==> config.mk <==
export PLATFORM = sky130hd
export DESIGN_NAME = uart_tx_arbiter
export DESIGN_NICKNAME = d
export VERILOG_FILES = /design/src/rtl/uart_tx_arbiter.sv
export SDC_FILE = /design/constraint.sdc
export NUM_CORES = 1
export LEC_CHECK = 0
export BUFFER_PORTS_ARGS = -buffer_cell sky130_fd_sc_hd__buf_4
export CORE_AREA = 2 2 55 95
export CTS_CLUSTER_DIAMETER = 200
export DETAILED_ROUTE_END_ITERATION = 10
export DIE_AREA = 0 0 57 97
export MAX_ROUTING_LAYER = met4
export PLACE_DENSITY_LB_ADDON = 0.05
export SYNTH_ARGS = -nofsm -noshare
export SYNTH_HDL_FRONTEND = slang
export SYNTH_SLANG_ARGS = --single-unit
==> constraint.sdc <==
create_clock -name clk_i -period 6.65 [get_ports clk_i]
set_input_delay 0.3325 -clock clk_i [delete_from_list [all_inputs] [get_ports clk_i]]
set_output_delay 0.3325 -clock clk_i [all_outputs]
set_load 0.02 [all_outputs]
==> src/rtl/uart_tx_arbiter.sv <==
// Round-robin frame arbiter in front of the UART transmitter byte stream.
// Defining UART_TX_ARB_HEADER_EN adds a {4'hA, owner} header byte ahead of every granted frame.
module uart_tx_arbiter #(
  parameter int unsigned REQ_COUNT     = 4,
  parameter int unsigned MAX_FRAME_LEN = 64,
  parameter int unsigned IDX_WIDTH     = $clog2(REQ_COUNT)
) (
  input  logic                      clk_i,
  input  logic                      arst_i,
  input  logic [REQ_COUNT-1:0][7:0] req_data_i,
  input  logic [REQ_COUNT-1:0]      req_valid_i,
  input  logic [REQ_COUNT-1:0]      req_last_i,
  output logic [REQ_COUNT-1:0]      req_ready_o,
  output logic [7:0]                tx_data_o,
  output logic                      tx_valid_o,
  input  logic                      tx_ready_i,
  output logic [REQ_COUNT-1:0]      grant_o,
  output logic                      busy_o,
  output logic                      frame_abort_o,
  output logic [7:0]                abort_count_o
);

  localparam int unsigned CNT_W = 8;

`ifdef UART_TX_ARB_HEADER_EN
  typedef enum logic [1:0] {IDLE = 2'd0, PASS = 2'd1, HDR = 2'd2} state_t;
`else
  typedef enum logic [1:0] {IDLE = 2'd0, PASS = 2'd1} state_t;
`endif

  state_t               state, state_n;
  logic [IDX_WIDTH-1:0] gidx, gidx_n;
  logic [IDX_WIDTH-1:0] rr_ptr, rr_ptr_n, rr_next;
  logic [IDX_WIDTH-1:0] pick;
  logic                 pick_ok;
  logic [CNT_W-1:0]     cnt, cnt_n;
  logic [7:0]           abort_cnt_n;
  logic                 abort_n;
  logic [REQ_COUNT-1:0] grant_n;

  // First valid requester scanning upward from rr_ptr with wrap.
  always_comb begin
    int unsigned k;
    pick    = '0;
    pick_ok = 1'b0;
    k       = 0;
    for (int unsigned i = 0; i < REQ_COUNT; i++) begin
      k = (32'(rr_ptr) + i) % REQ_COUNT;
      if (!pick_ok && req_valid_i[IDX_WIDTH'(k)]) begin
        pick    = IDX_WIDTH'(k);
        pick_ok = 1'b1;
      end
    end
  end

  assign rr_next = (32'(gidx) == REQ_COUNT - 1) ? '0 : IDX_WIDTH'(32'(gidx) + 1);

  always_comb begin
    state_n     = state;
    gidx_n      = gidx;
    rr_ptr_n    = rr_ptr;
    cnt_n       = cnt;
    abort_n     = 1'b0;
    abort_cnt_n = abort_count_o;
    tx_data_o   = '0;
    tx_valid_o  = 1'b0;
    req_ready_o = '0;
    grant_n     = '0;

    case (state)
      IDLE: begin
        if (pick_ok) begin
          gidx_n = pick;
          cnt_n  = '0;
`ifdef UART_TX_ARB_HEADER_EN
          state_n = HDR;
`else
          state_n = PASS;
`endif
        end
      end
`ifdef UART_TX_ARB_HEADER_EN
      HDR: begin
        tx_data_o  = {4'hA, 4'(gidx)};
        tx_valid_o = 1'b1;
        if (tx_ready_i) state_n = PASS;
      end
`endif
      PASS: begin
        tx_data_o         = req_data_i[gidx];
        tx_valid_o        = req_valid_i[gidx];
        req_ready_o[gidx] = tx_ready_i;
        if (req_valid_i[gidx] && tx_ready_i) begin
          if (req_last_i[gidx]) begin
            state_n  = IDLE;
            rr_ptr_n = rr_next;
            cnt_n    = '0;
          end else if (cnt == CNT_W'(MAX_FRAME_LEN - 1)) begin
            // Frame overran its budget: release so others get the line.
            state_n     = IDLE;
            rr_ptr_n    = rr_next;
            cnt_n       = '0;
            abort_n     = 1'b1;
            abort_cnt_n = (abort_count_o == 8'hFF) ? 8'hFF : abort_count_o + 8'd1;
          end else begin
            cnt_n = cnt + CNT_W'(1);
          end
        end
      end
      default: state_n = IDLE;
    endcase

    if (state_n != IDLE) grant_n[gidx_n] = 1'b1;
  end

  always_ff @(posedge clk_i or posedge arst_i) begin
    if (arst_i) begin
      state         <= IDLE;
      gidx          <= '0;
      rr_ptr        <= '0;
      cnt           <= '0;
      grant_o       <= '0;
      busy_o        <= 1'b0;
      frame_abort_o <= 1'b0;
      abort_count_o <= '0;
    end else begin
      state         <= state_n;
      gidx          <= gidx_n;
      rr_ptr        <= rr_ptr_n;
      cnt           <= cnt_n;
      grant_o       <= grant_n;
      busy_o        <= (state_n != IDLE);
      frame_abort_o <= abort_n;
      abort_count_o <= abort_cnt_n;
    end
  end

endmodule

**Word level (Yosys, flattened, before mapping)**

Index checks and enable logic that the tools add are counted.

- Muxes and demuxes: 50
- Equal/unequal tests: 6
- Order comparisons: 8
- Bitwise gates (word level): 2
- $add $sub $neg: 6
- Reduce and logical (&&, ||, !) cells: 16

Operator list:

| kind | number |
|---|---|
| two-way mux 8 bit | 7 |
| two-way mux 2 bit | 13 |
| < comparator 2 x 3 -> 1 bit, second input constant | 6 |
| two-way mux 1 bit | 17 |
| adder 8 x 1 -> 8 bit, second input constant | 2 |
| binary-select mux 8 bit (select 2 bit) | 1 |
| case mux 8 bit (2 select lines) | 1 |
| binary-select mux 1 bit (select 2 bit) | 6 |
| == test 8 x 6 -> 1 bit, second input constant | 1 |
| == test 8 bit, second input constant | 1 |
| two-way mux 4 bit | 2 |
| logical AND 1 bit | 6 |
| AND reduction 3 bit | 2 |
| nonzero test 2 bit | 3 |
| adder 2 x 1 -> 2 bit, second input constant | 2 |
| adder 2 bit, second input constant | 2 |
| bitwise AND 4 bit | 1 |
| demux 1 bit (select 2 bit) | 2 |
| >= comparator 2 x 1 -> 1 bit, second input constant | 2 |
| != test 2 bit, second input constant | 2 |
| case mux 2 bit (2 select lines) | 1 |
| AND reduction 4 bit | 1 |
| logical NOT 1 bit | 3 |
| == test 2 x 1 -> 1 bit, second input constant | 1 |
| other kinds (3) | 3 |

- Flip-flop bits (word level): 28
- Bits of input ports: 43
- Logic and storage cells: 96
- Output and inout port bits: 27

**Depth between registers and ports, before layout**

- Depth after elaboration: 19
- Depth in mapped cells: 6
- Gate-level depth less buffers: 5

**Worst setup path before layout**

OpenSTA, ideal clock, no wires.

- Kind: register to register
- Start point: reg gidx[0]
- End point: reg abort_count_o[6]
- Stages on the path, launching flop included: 6
- Data arrival time: 2027 ps
- Library setup time: 128 ps
- Buffers on the path: 1
- Required time: 6522 ps
- Path slack: 4495 ps
- Clock period less this slack: 2155 ps
- Cells stage by stage: dfrtp_1 -> mux4_2 -> or3_1 -> buf_6 -> nor4_4 -> mux2_1

- Cells in the longest elaborated chain, start to end: 4
- Elaborated cells on any way between the ends: 7
- Classes of those cells: 4 x mux; 1 x bitwise; 2 x reduce/logical

RTL lines:

| what | line | RTL |
|---|---|---|
| start, declared | 32 | `logic [IDX_WIDTH-1:0] gidx, gidx_n;` |
| start signal, assigned | 128 | `gidx <= gidx_n;` |
| binary-select mux 1 bit (select 2 bit) (on tied branches) | 93, 94 |  |
| two-way mux 1 bit (on tied branches) | 93, 94 |  |
| logical AND 1 bit / NOT 1 bit (equally long branches) | -- |  |
| AND reduction 4 bit (no line) * | -- |  |
| end signal, assigned | 134 | `abort_count_o <= abort_cnt_n;` |
| end, declared | 20 | `output logic [7:0] abort_count_o` |

Mark *: on every way between the ends. The rest lies on a longest branch, timed or not. The select of a mux whose other input is x is not followed.
A chain may end at the register's enable or synchronous reset.

**Final worst setup path**

- Start point: reg gidx[0]
- End point: reg cnt[0]

- Cells in the longest elaborated chain, start to end: 5
- Elaborated cells on any way between the ends: 10
- Classes of those cells: 1 x eq/ne; 7 x mux; 2 x reduce/logical

RTL lines:

| what | line | RTL |
|---|---|---|
| binary-select mux 1 bit (select 2 bit) (on tied branches) | 94, 93 |  |
| two-way mux 1 bit (on tied branches) | 94, 93 |  |
| two-way mux 8 bit / logical AND 1 bit (equally long branches) | 94, 93 |  |
| two-way mux 8 bit / != test 2 bit (equally long branches) | -- |  |
| case mux 8 bit (2 select lines) / AND reduction 3 bit (equally long branches) | -- |  |
| end signal, assigned | 130 | `cnt <= cnt_n;` |
| end, declared | 36 | `logic [CNT_W-1:0] cnt, cnt_n;` |

Several ways; a longest one is shown, not always the timed one. The select of a mux whose other input is x is not followed.

==> flow_summary.ini <==
[status]
status = finished clean

[global_routing]
grt_pass1_vias = 1499
grt_pass1_wl_um = 7155
grt_max_degree = 29
grt.total_usage = 0.1638
antenna_found_initial = 0
overflow = 0

[critical_path]
cp.arrival_ns = 2.91
cp_max_fo = 14
critPathKind = reg2reg
cp-end-kind = register
crit_buf_inv = 0
required_ns = 6.82
crit_slowest_cell = dfrtp_1
startpoint_type = register
cpPeakStageDelay_ns = 0.79
cp_cell_sequence = mux4_2 > a32oi_1 > nor3_1 > mux2_2
cp_top_family = multiplexers

[timing]
fin_hold_ws_ns = 0.3210
worst_pin_slew_ns = 1.080
fin_crit_ns = 2.737
slew_violations = 0
rsz0062_at_grt = false
tns_ns = 0
period_share = 0.4116
hold_viol = 0
fin_skew_ns = 0.006233
relSlewSlack = 0.2795
finalSetupViolations = 0
clock.fmax_mhz = 365.4

[cells_and_area]
multi_input_area_mm2 = 0.001059
layout.nets = 291
drive_above_1_share = 0.4191
regArea_um2 = 700.7
diodes = 0
syn_to_final_growth_pct = 32.77
fillerInstances = 470

[yosys]
synth_nets = 224
synth_area_mm2 = 0.001837
synth_area_per_cell_um2 = 10.50
netlist.area_leader.share = 0.3815
yosysUniqueCellTypes = 44
synth_area_leaders = dfrtp_1 38%, mux4_2 12%, mux2_2 4.3%
yosysTopAreaCell = dfrtp_1
ys_seq_area_frac = 0.3815
synth_top_flop_cell = dfrtp_1
ys_async_sr_fraction = 1.000
yosys_warnings = 0
synth_seq_cells = 28
netlist_instances = 175
synth-edff-count = 0

[floorplan]
dieHeight_um = 97
rows = 33
dieArea_mm2 = 0.005529
io_pins = 70
fp.dieW_um = 57
start_util = 0.3902
core_area_mm2 = 0.004707

[cts]
clk_path_buf_depth = 2
post-cts-setup-buffers = 0
cts_sinks = 28
insertion_delay_ns = 0.28
clk_pin_slew_ns = 0.10
cts_hold_buf = 0
cts_tree = yes
cts.repair.resized = 0
htreeDepth = 1
cts_inserted_buffers = 3
cts.root.buffer_cell = clkbuf_8

[detailed_routing]
drt_wl_total_um = 4429
drtAntennaViolNets = 0
wl_per_cell_um = 15.12
via_count = 1611
viasPerCell = 5.498
drc = 0
drt_iter0_markers = 23
drtPass1Iterations = 4

[power]
switching_share = 0.3593
p_per_area_mw_per_mm2 = 249.7
peakVddDrop_mv = 0.1611
sequentialPowerShare = 0.395
p_leak_uw = 0.001150
total_power_uw = 608.9
intPower_uw = 390.1
power_switching_uw = 218.8
clockPowerShare = 0.175
p_comb_frac = 0.430

[run]
drv_cap = 0

[placement]
numPortBuffers = 69
hpwl_um = 3425
place_congestion = 0.7274

[hold_path]
hold_path_class = in2async
## kinds of logic after synthesis
group                    after synthesis  synth area share
buffers and inverters                 18           0.04223
multiplexers                          21            0.1894
AND/OR/NAND/NOR                       77            0.2486
other                                  1          0.002042
AO/OA/AOI/OAI                         24           0.09537
adder cells (fa/ha/maj)                6           0.04087
flip-flops                            28            0.3815
## cell usage after synthesis, drive strengths merged (2+ instances only)
library cell	instances
nor2	8
and3	5
ha	6
or2	3
or3	2
o22ai	2
nand2b	8
nor3b	2
nand3	8
mux2	10
dfrtp	28
nor3	6
nor4	4
a31o	2
nor2b	2
inv	11
nand4	2
a22o	2
nand2	13
mux4	10
o211ai	2
and2	10
o32ai	3
buf	6
a21oi	4
o21ai	4
## cell type report
| class | instances | share of cell area |
|---|---|---|
| clock buffers | 4 | 0.02258 |
| inverters | 11 | 0.01693 |
| multi-input cells | 129 | 0.4341 |
| flip-flops and latches | 28 | 0.2873 |
| well taps | 52 | 0.02668 |
| repair buffers | 69 | 0.2124 |
## power by group through the flow
stage	clock network (uW)	logic (uW)	registers, uW
after floorplan	0	189	231
after global placement	0	264	247
after detailed placement	0	264	246
after CTS	110	265	242
after global routing	116	286	248
final	106	262	241
## flip-flops by register name (all words and copies together), names as in the netlist
name and flops:
abort_count_o 8, cnt 8, grant_o 4, gidx 2
rr_ptr 2, state 2, busy_o 1, frame_abort_o 1
## per-stage QoR
stage | setup slack [ns] | area [um^2] | std cells | util
2_1_floorplan | 4.495 | 1837 | 175 | -
3_3_place_gp | 3.874 | 2384 | 289 | 0.5064
3_5_place_dp | 3.858 | 2384 | 289 | 0.5064
4_1_cts | 3.841 | 2439 | 293 | 0.5181
5_1_grt | 3.578 | 2439 | 293 | 0.5181
6_report | 3.913 | 2439 | 293 | 0.5181
## path summary, 6_finish.rpt
kind                       cells after the start                from  slack, ns                      endpoint
max                                            4   gidx[0]$_DFF_PP0_       3.91            cnt[0]$_DFFE_PP0P_
min                                            2              arst_i       0.32  abort_count_o[4]$_DFFE_PP0P_
max reg2reg                                    4   gidx[0]$_DFF_PP0_       3.91            cnt[0]$_DFFE_PP0P_
min reg2reg                                    1  cnt[1]$_DFFE_PP0P_       0.54            cnt[1]$_DFFE_PP0P_
max in group asynchronous                      2              arst_i       5.68  abort_count_o[5]$_DFFE_PP0P_
min in group clk_i                             1  cnt[1]$_DFFE_PP0P_       0.54            cnt[1]$_DFFE_PP0P_
## cells in the final DEF (no fill, tap or decap), drive strengths merged
master	instances
or4bb	1
nor4	4
or2	3
and3b	1
nor3	6
and3	5
nand2	13
o22ai	2
nor2	8
o21ba	1
o41ai	1
dfrtp	28
or3	2
mux4	10
o21ai	4
o32ai	3
a311oi	1
conb	1
a22o	2
a32oi	1
or4b	1
nor2b	2
buf	69
o211ai	2
mux2i	1
ha	6
a32o	1
nand4	2
nand3	8
nor3b	2
and2	10
clkbuf	4
mux2	10
or4	1
a21oi	4
a31o	2
inv	11
nand2b	8
## layer usage
| metal | track usage | vias up | share of wire |
|---|---|---|---|
| met3 | 0.02941 | 4 | 0.079 |
| met5 | - | - | 0 |
| met1 | 0.1942 | 759 | 0.40 |
| li1 | - | 776 | - |
| met2 | 0.2759 | 72 | 0.50 |
| met4 | 0.05367 | 0 | 0.012 |
## worst reg2reg max path, delay by kind of cell (launching register included)
family	cells	cell delay, ns
mux	2	0.94
flops	1	0.79
compound gates	1	0.68
simple gates	1	0.22
Note: power is estimated with default switching activity, not from simulation.
